`config.mk`:
```
export PLATFORM = sky130hd
export DESIGN_NAME = multi_latency_hazard_scoreboard
export DESIGN_NICKNAME = d
export VERILOG_FILES = /design/src/rtl/multi_latency_hazard_scoreboard.sv
export SDC_FILE = /design/constraint.sdc
export NUM_CORES = 1
export LEC_CHECK = 0
export BUFFER_PORTS_ARGS = -buffer_cell sky130_fd_sc_hd__buf_2
export CAP_MARGIN = 15
export CORE_MARGIN = 2
export CORE_UTILIZATION = 45
export DETAILED_ROUTE_END_ITERATION = 8
export PLACE_DENSITY_LB_ADDON = 0.05
export SYNTH_ARGS = -nofsm -noshare
export SYNTH_HDL_FRONTEND = slang
export SYNTH_SLANG_ARGS = --single-unit
```
`constraint.sdc`:
```
create_clock -name clock -period 10.1 [get_ports clock]
set_input_delay 0.505 -clock clock [delete_from_list [all_inputs] [get_ports clock]]
set_output_delay 0.505 -clock clock [all_outputs]
set_load 0.01 [all_outputs]
```
`src/rtl/multi_latency_hazard_scoreboard.sv`:
```
// -----------------------------------------------------------------------------
// multi_latency_hazard_scoreboard
//
// ID-stage hazard detector for a WAYS-wide in-order issue bundle. It keeps a
// per-register countdown of in-flight long-latency results (loads and
// multiplies). Each cycle it decides how many of the oldest ways may advance
// into ID/EX. The remaining valid ways are reported as rollback.
//
// Ports:
//   clock        in   pipeline clock, rising edge
//   reset_n      in   asynchronous active-low reset
//   en           in   ID/EX advance enable (0 = pipeline frozen)
//   squash       in   flush of all in-flight producers
//   way_valid    in   [WAYS]          per-way valid, contiguous from way 0
//   rs1_idx      in   [WAYS][IDX_W]   source 1 register per way
//   rs2_idx      in   [WAYS][IDX_W]   source 2 register per way
//   uses_rs1     in   [WAYS]          source 1 is actually read
//   uses_rs2     in   [WAYS]          source 2 is actually read
//   dest_idx     in   [WAYS][IDX_W]   destination per way (0 = none)
//   is_load      in   [WAYS]          way is a load
//   is_mul       in   [WAYS]          way is a multiply (load wins if both)
//   issue_cnt    out  [RB_W]          ways 0..issue_cnt-1 advance this cycle
//   rollback     out  [RB_W]          valid ways that do not advance
//   stall_cycles out  [32]            saturating count of stalled enabled cycles
// -----------------------------------------------------------------------------
module multi_latency_hazard_scoreboard #(
    parameter int WAYS     = 4,
    parameter int NUM_REGS = 32,
    parameter int LOAD_LAT = 2,
    parameter int MUL_LAT  = 4
) (
    input  logic                                     clock,
    input  logic                                     reset_n,
    input  logic                                     en,
    input  logic                                     squash,
    input  logic [WAYS-1:0]                          way_valid,
    input  logic [WAYS-1:0][$clog2(NUM_REGS)-1:0]    rs1_idx,
    input  logic [WAYS-1:0][$clog2(NUM_REGS)-1:0]    rs2_idx,
    input  logic [WAYS-1:0]                          uses_rs1,
    input  logic [WAYS-1:0]                          uses_rs2,
    input  logic [WAYS-1:0][$clog2(NUM_REGS)-1:0]    dest_idx,
    input  logic [WAYS-1:0]                          is_load,
    input  logic [WAYS-1:0]                          is_mul,
    output logic [$clog2(WAYS+1)-1:0]                issue_cnt,
    output logic [$clog2(WAYS+1)-1:0]                rollback,
    output logic [31:0]                              stall_cycles
);

    localparam int IDX_W   = $clog2(NUM_REGS);
    localparam int RB_W    = $clog2(WAYS + 1);
    localparam int MAX_LAT = (LOAD_LAT > MUL_LAT) ? LOAD_LAT : MUL_LAT;
    // The largest stored value is MAX_LAT-1, so clog2(MAX_LAT) bits suffice.
    localparam int CNT_W   = (MAX_LAT > 1) ? $clog2(MAX_LAT) : 1;

    // Stored value is LAT-1: a count of 0 means a consumer may issue next cycle.
    localparam logic [CNT_W-1:0] LOAD_M1 = CNT_W'(LOAD_LAT - 1);
    localparam logic [CNT_W-1:0] MUL_M1  = CNT_W'(MUL_LAT - 1);

    // ------------------------------------------------------------------------
    // State
    // ------------------------------------------------------------------------
    logic [NUM_REGS-1:0][CNT_W-1:0] busy_q, busy_d;
    logic [31:0]                    stall_q, stall_d;

    // ------------------------------------------------------------------------
    // Bundle decode
    // ------------------------------------------------------------------------
    logic [WAYS-1:0]            in_bundle;   // contiguous valid prefix
    logic [WAYS-1:0]            blocked;     // way has a blocked source
    logic [WAYS-1:0]            issue_mask;  // way advances this cycle
    logic [WAYS-1:0][CNT_W-1:0] lat_m1;      // LAT-1 of each way
    logic [RB_W-1:0]            valid_cnt;
    logic [RB_W-1:0]            issue_cnt_w;
    logic                       advance;     // pipeline may move this cycle

    assign advance = en & ~squash;

    // The first invalid way ends the bundle, so a stray valid bit past a gap
    // can never issue or be counted.
    // NOTE: every variable written in a combinational block gets a default
    // first; otherwise a path that skips the assignment infers a latch.
    always_comb begin
        logic run;
        in_bundle = '0;
        valid_cnt = '0;
        run       = 1'b1;
        for (int k = 0; k < WAYS; k++) begin
            run          = run & way_valid[k];
            in_bundle[k] = run;
            if (run) begin
                valid_cnt = valid_cnt + RB_W'(1);
            end
        end
    end

    // A source is blocked when it is read, is not r0, and either its register
    // is still counting down or an older way in this bundle writes it. There
    // is no intra-bundle forwarding, so any older writer blocks the read.
    always_comb begin
        logic b1;
        logic b2;
        blocked = '0;
        for (int k = 0; k < WAYS; k++) begin
            b1 = uses_rs1[k] && (rs1_idx[k] != '0) && (busy_q[rs1_idx[k]] != '0);
            b2 = uses_rs2[k] && (rs2_idx[k] != '0) && (busy_q[rs2_idx[k]] != '0);
            for (int i = 0; i < k; i++) begin
                if (dest_idx[i] != '0) begin
                    if (uses_rs1[k] && (rs1_idx[k] == dest_idx[i])) b1 = 1'b1;
                    if (uses_rs2[k] && (rs2_idx[k] == dest_idx[i])) b2 = 1'b1;
                end
            end
            blocked[k] = b1 | b2;
        end
    end

    // In-order issue: a way advances only if every older way advanced.
    always_comb begin
        logic go;
        issue_mask  = '0;
        issue_cnt_w = '0;
        go          = advance;
        for (int k = 0; k < WAYS; k++) begin
            go            = go & in_bundle[k] & ~blocked[k];
            issue_mask[k] = go;
            if (go) begin
                issue_cnt_w = issue_cnt_w + RB_W'(1);
            end
        end
    end

    // Per-way producer latency; a load takes priority over a multiply.
    always_comb begin
        lat_m1 = '0;
        for (int k = 0; k < WAYS; k++) begin
            if (is_load[k]) begin
                lat_m1[k] = LOAD_M1;
            end else if (is_mul[k]) begin
                lat_m1[k] = MUL_M1;
            end else begin
                lat_m1[k] = '0;
            end
        end
    end

    assign issue_cnt = issue_cnt_w;
    assign rollback  = valid_cnt - issue_cnt_w;

    // ------------------------------------------------------------------------
    // Scoreboard next state
    // ------------------------------------------------------------------------
    // The new count is the max of the aged count and every issuing writer's
    // LAT-1. Taking the max keeps a younger short-latency write from hiding
    // an older long-latency producer to the same register (WAW ordering).
    always_comb begin
        logic [CNT_W-1:0] cand;
        busy_d = busy_q;
        for (int r = 0; r < NUM_REGS; r++) begin
            cand = busy_q[r];
            if (squash) begin
                cand = '0;
            end else if (en) begin
                cand = (busy_q[r] != '0) ? busy_q[r] - CNT_W'(1) : '0;
                for (int k = 0; k < WAYS; k++) begin
                    if (issue_mask[k] && (dest_idx[k] == IDX_W'(r)) && (lat_m1[k] > cand)) begin
                        cand = lat_m1[k];
                    end
                end
            end
            busy_d[r] = cand;
        end
        // r0 is hard-wired and never tracked as busy.
        busy_d[0] = '0;
    end

    // Stalls are only counted while the pipeline is actually trying to move.
    always_comb begin
        stall_d = stall_q;
        if (advance && (rollback != '0) && (stall_q != '1)) begin
            stall_d = stall_q + 32'd1;
        end
    end

    assign stall_cycles = stall_q;

    // ------------------------------------------------------------------------
    // Registers
    // ------------------------------------------------------------------------
    // NOTE: the scoreboard array is control state, not a data memory, so it
    // is reset; a stale count after reset would block the first bundle.
    // NOTE: sequential state uses non-blocking assignments only, so every
    // register samples the pre-edge value of every other register.
    always_ff @(posedge clock or negedge reset_n) begin
        if (!reset_n) begin
            busy_q  <= '0;
            stall_q <= '0;
        end else begin
            busy_q  <= busy_d;
            stall_q <= stall_d;
        end
    end

endmodule

```
==> results of run 1 <==
-- power by group through the flow --
stage / logic [mW] / registers [mW] / clock network, mW
after floorplan: 0.396 / 0.443 / 0
after global placement: 0.618 / 0.452 / 0
after detailed placement: 0.629 / 0.452 / 0
after CTS: 0.631 / 0.445 / 0.373
after global routing: 0.696 / 0.452 / 0.386
final: 0.647 / 0.448 / 0.367
-- cell usage in the layout, fill, tap and decap left out, types with 48 or more instances in the layout --
cell	Yosys	routed
ha_1	218	218
nand2_1	186	186
nor2_1	181	180
a21oi_1	163	163
buf_2	36	120
inv_1	117	117
dfrtp_1	94	94
nor3_1	94	93
o21ai_0	92	92
mux2_2	72	72
nand3_1	68	68
nor2b_1	68	67
nor4_1	53	53
mux2i_1	53	53
buf_4	5	53
mux4_2	48	48
xnor2_1	48	48
-- per-stage QoR --
step           hold WS, ns   util  worst slack [ns]
2_1_floorplan        0.209      -              3.36
3_3_place_gp         0.470  0.485              2.32
3_5_place_dp         0.474  0.485              2.13
4_1_cts             0.0765  0.493              2.10
5_1_grt              0.101  0.493              1.43
6_report            0.0814  0.493              1.88
-- worst max-delay path by stage --
stage / from / endpoint / slack (ns)
final: busy_q[30] / busy_q[19] / 1.88
after global routing: busy_q[60] / busy_q[48] / 1.43
after CTS: busy_q[54] / busy_q[48] / 2.10
after detailed placement: busy_q[54] / busy_q[48] / 2.13
after global placement: busy_q[54] / busy_q[48] / 2.32
after floorplan: is_load[0] / busy_q[48] / 3.36
-- flip-flops by register name, indices dropped and copies added (netlist names) --
signal and count:
busy_q 62, stall_cycles 32
-- per-layer routing --
metal / vias to the layer above / GRT usage
li1: 8591 / -
met3: 179 / 0.125
met1: 9140 / 0.542
met2: 1154 / 0.571
met5: - / 0
met4: 0 / 0.153
-- critical path, cell delays in order, from the launching register on --
cell and delay, ns:
dfrtp_1 0.46, nor2_1 0.90, mux4_2 0.42, mux2i_1 0.06, and2_1 0.19, o31a_1 0.56
buf_4 0.30, nor4_2 0.56, mux2_2 0.44, ha_1 0.29, nor2_1 0.20, nand2_1 0.08
mux2i_1 0.20, nor3_1 0.08, a311oi_1 0.74, ha_1 0.37, nand2_1 0.06, nand2_1 0.04
or4_1 0.52, mux2_2 0.32, ha_1 0.29, nor2b_1 0.14, o21ai_0 0.08, a21oi_1 0.34
a21oi_1 0.13, o31a_1 0.30
-- kinds of logic after synthesis --
logic type      count (synthesis)  synth area share
simple gates                  860             0.254
compound gates                556             0.214
buf+inv                       257            0.0591
fa+ha+maj                     221             0.157
mux                           176             0.139
flops                          94             0.133
xor+xnor                       89            0.0441
-- area by class of cell --
class	instances	area, um2
clock buffers	9	225
clock inverters	7	75.1
fillers	3867	19600
inverters	124	465
multi-input cells	1902	14300
flip-flops and latches	94	2350
well taps	518	648
repair buffers	174	1010
==> run_results.csv, run 1 <==
group,metric,value,unit
logic_synthesis,synth.most_common_cell,"ha_1",
logic_synthesis,syn_area_per_cell,7.85,um2
power,pwr-share-comb,0.442,
routing,ant_nets,0,
global_routing,grt_pass1_vias,17600,
logic_synthesis,synth_edf_count,0,
timing,worstMarginPinSlew,1.27,ns
placed_design,place_inst,2811,
logic_synthesis,synth-async-reset-ratio,1.00,
timing,maxSlewHeadroom,0.148,
global_routing,antenna_found_initial,0,
global_routing,gr-total-overflow,0,
power,p_int,0.805,mW
placed_design,gp_congestion,1.01,
routing,drt_first_iter_violations,2300,
cells_and_area,final_cells,2828,
logic_synthesis,seq_area_frac_synth,0.133,
timing,fmax,0.122,GHz
clocking,root_buffer,"clkbuf_16",
critical_path,reg2reg_depth,25,
critical_path,rr_startpoint,"busy_q[30]",
power,power.density,76.5,nW/um2
clocking,clock_sinks,94,
power,leakagePower,7.92,nW
clocking,numCtsBuffers,9,
clocking,h-tree-depth,3,
global_routing,grt_pass1_wl,119,mm
power,swShare,0.449,
clocking,holdBufCountCts,0,
die,fp.coreArea,38700,um2
timing,period_minus_slack,8.22,ns
cells_and_area,drive_gt1_frac,0.165,
timing,clock_skew,0.0116,ns
global_routing,gr-usage-all-layers,0.394,
logic_synthesis,synth_nets,2556,
cells_and_area,areaGrowthSynthToFinish,8.05,%
logic_synthesis,synth_cells,2253,
routing,routed.top_layer,"met4",
cells_and_area,n_antenna_cell,0,
logic_synthesis,netlist_area,17700,um2
routing,wl_met3,10.5,mm
routing,wl_met2,33.6,mm
timing,final_hold_viol_count,0,
hold_path,hold_class,"in -> async",
status,run_status,"completed",
die,ios,122,
placed_design,port_buffers,121,
cells_and_area,fin_nets,2608,
routing,vias,19100,
routing,via_per_inst,6.74,
critical_path,cp.required,10.37,ns
die,start_util,0.457,
timing,grt_setup_unrepaired,"no",
critical_path,worst-path-max-fanout,10,
global_routing,grt_max_degree,66,
power,pwr-share-seq,0.307,
timing,fin_crit_sh,0.814,
die,dieArea,40900,um2
timing,final_max_slew_viol_count,0,
routing,drc,0,
logic_synthesis,synthTopCellsByArea,"ha_1 15%, dfrtp_1 13%, mux4_2 6.1%",
cells_and_area,design_area,19100,um2
routing,wl,82.2,mm
power,peakVddDrop,97.2,uV
die,die_h,202,um
routing,wl_met1,34.5,mm
clocking,cts_resized,0,
clocking,clk_pin_slew,0.08,ns
logic_synthesis,synthFlopType,"dfrtp_1",
critical_path,crit_path_end_kind,"flip-flop",
clocking,cts_tree,"yes",
routing,wl_per_cell,29.1,um
power,p_sw,0.657,mW
timing,timing.setup.tns,0,ns
logic_synthesis,ys_warn_count,0,
critical_path,cp-start-kind,"flip-flop",
placed_design,hpwl,61.4,mm
logic_synthesis,synthTopCellsByCount,"218 x ha_1, 186 x nand2_1, 181 x nor2_1, 163 x a21oi_1, 117 x inv_1",
power,p_total,1.46,mW
run,drv_cap,0,
critical_path,crit_type,"reg -> reg",
clocking,post_cts_buffers,0,
logic_synthesis,synthDistinctLibCells,99,
clocking,clk_path_buf_depth,2,
critical_path,r2r-end,"busy_q[19]",
critical_path,ff2ff_setup_slack,1.88,ns
routing,drt-pass1-iter-count,6,
clocking,clk_latency,0.38,ns
timing,setup_violations,0,
placed_design,placed_cell_area,18800,um2
logic_synthesis,synth_top_area_frac,0.154,
power,clkPwrFrac,0.251,
die,rows,72,
logic_synthesis,synth_top_cell_by_area,"ha_1",
die,fp.dieW,202,um
logic_synthesis,ys_ff_latch,94,
critical_path,crit_arrival,8.49,ns
(Power assumes the default switching activity.)
==> run 2, diff against run 1 <==
clock period = 6.75 ns   (was 10.1 ns; I/O delays follow)
==> run 2 against run 1 <==
  * Cell area rose by 7.2%
  * Worst setup slack got worse by 1.8 ns
  * Wire length rose by 5.5%
  * Critical path depth rose by 1
  * Largest power group unchanged
==> run_results.csv, run 2 (synthesized netlist as in run 1, its figures left out) <==
group,metric,value,unit
timing,maxSlewHeadroom,0.255,
global_routing,grt_max_degree,63,
routing,via_per_inst,6.70,
critical_path,crit_path_end_kind,"flip-flop",
clocking,clk_pin_slew,0.08,ns
routing,ant_nets,0,
clocking,clk_latency,0.39,ns
timing,final_hold_viol_count,0,
clocking,cts_tree,"yes",
timing,clock_skew,0.0102,ns
critical_path,crit_arrival,6.94,ns
power,p_int,1.26,mW
global_routing,grt_pass1_wl,126,mm
routing,vias,20000,
global_routing,gr-total-overflow,0,
cells_and_area,final_cell_mix,"218 x ha_1, 198 x buf_4, 186 x nand2_1, 163 x nor2_1, 160 x a21oi_1",
power,clkPwrFrac,0.240,
die,die_h,202,um
critical_path,crit_type,"reg -> reg",
routing,drt-pass1-iter-count,5,
clocking,clk_path_buf_depth,2,
timing,fin_hold_ws,0.449,ns
cells_and_area,nFillCells,3799,
clocking,root_buffer,"clkbuf_16",
clocking,numCtsBuffers,9,
timing,fin_crit_sh,0.991,
timing,period_minus_slack,6.69,ns
cells_and_area,largest_reg_flops,62,
run,drv_cap,0,
critical_path,ff2ff_setup_slack,0.06,ns
global_routing,gr-usage-all-layers,0.417,
placed_design,gp_congestion,1.02,
placed_design,port_buffers,121,
power,leakagePower,8.70,nW
global_routing,antenna_found_initial,1,
die,rows,72,
timing,final_max_slew_viol_count,0,
critical_path,rr_startpoint,"busy_q[35]",
die,start_util,0.457,
cells_and_area,post-route-util,0.529,
die,ios,122,
power,swShare,0.447,
routing,wl,86.7,mm
critical_path,cp-start-kind,"flip-flop",
routing,wl_per_cell,29.1,um
routing,drt_first_iter_violations,2373,
critical_path,worst-path-max-fanout,18,
power,p_sw,1.02,mW
die,fp.coreArea,38700,um2
power,pwr-share-comb,0.473,
cells_and_area,areaGrowthSynthToFinish,15.9,%
die,dieArea,40900,um2
clocking,h-tree-depth,3,
status,run_status,"completed",
cells_and_area,largest_register,"busy_q",
clocking,clock_sinks,94,
die,fp.dieW,202,um
critical_path,reg2reg_depth,26,
placed_design,pre_cts_ws,-0.0293,ns
hold_path,hold_class,"in -> async",
routing,drc,0,
timing,setup_violations,0,
global_routing,grt_pass1_vias,18500,
timing,fmax,0.149,GHz
placed_design,hpwl,66.5,mm
power,pwr-share-seq,0.287,
cells_and_area,fin_nets,2760,
cells_and_area,layout_commonest_cell,"ha_1",
timing,worstMarginPinSlew,1.12,ns
power,peakVddDrop,218,uV
timing,fin_ws,0.0600,ns
cells_and_area,drive_gt1_frac,0.234,
critical_path,cp.required,7.00,ns
power,power.density,111,nW/um2
critical_path,r2r-end,"busy_q[28]",
timing,timing.setup.tns,0,ns
## run 2: cell count changes in the layout (fill, tap and decap cells not counted), moves of 4 or more
cell | before | now
nor2_1 | 180 | 163
buf_4 | 53 | 198
nor4_2 | 7 | 13
o21ai_0 | 92 | 87
o21ai_1 | 4 | 9
nor3_2 | 2 | 6
buf_12 | 0 | 5
nor4_1 | 53 | 46
nor2_2 | 0 | 15
dfrtp_1 | 94 | 88
dfrtp_2 | 0 | 6
## run 2: worst max path at each step
stage	to	slack [ns]	cells past startpoint	startpoint
after detailed placement	busy_q[48]	-0.03	24	busy_q[38]
after global routing	busy_q[29]	-0.01	26	busy_q[60]
final	busy_q[28]	0.06	26	busy_q[35]
after global placement	busy_q[5]	0.008	24	busy_q[38]
after floorplan	busy_q[48]	0.17	25	is_load[0]
after CTS	busy_q[48]	0.04	24	busy_q[56]
## run 2: critical path: stages (launching register included)
cell and delay, ns:
dfrtp_1 0.51, nor2_1 0.09, buf_4 0.19, mux4_2 0.45, mux4_2 0.50, nor2_4 0.11, buf_4 0.15, a21oi_2 0.08
buf_12 0.18, nand3_1 0.12, mux2_2 0.37, ha_1 0.28, nor3_1 0.24, and3_1 0.22, a311o_1 0.12, o21a_1 0.35
ha_1 0.30, a21oi_1 0.13, or4b_1 0.55, mux2_2 0.33, ha_1 0.31, a21oi_1 0.21, a211oi_2 0.09, inv_1 0.10
o22ai_1 0.06, a21o_1 0.19, a32o_1 0.30
## run 2: final cells by class
class,instances,area [um2],share of cell area
clock buffer,9,225,0.0110
sequential,94,2360,0.115
antenna,1,2.50,0.000122
multi-input combinational,1902,14500,0.707
clock inverter,7,75.1,0.00366
tap,518,648,0.0316
timing repair buffer,326,2220,0.108
inverter,124,465,0.0227
## run 2: per-layer routing
layer	track usage	routed length [um]
met1	0.584	36100
met2	0.602	35400
met3	0.122	11700
met4	0.156	3580
met5	0	0
## run 2: through the flow
step                power, mW  instance area [um2]  instances
finish                   2.27                20500       2981
global route             2.38                20500       2980
CTS                      2.24                20300       2977
detailed placement       1.69                20000       2960
global placement         1.67                20000       2960
floorplan                1.26                17700       2253
## run 2: power by group through the flow
stage	clock network [mW]	logic (mW)	registers, mW
global route	0.575	1.15	0.657
floorplan	0	0.593	0.663
finish	0.546	1.08	0.652
global placement	0	1.01	0.660
CTS	0.557	1.03	0.649
detailed placement	0	1.03	0.660
## run 2: repair_timing
item / in CTS / in global routing
hold buffers: 1 / 0
setup buffers: 0 / 3
endpoints found under the setup margin: 3 / 41
pin swaps: 0 / 5
resized for setup: 1 / 56
endpoints found under the hold margin: 32 / 0
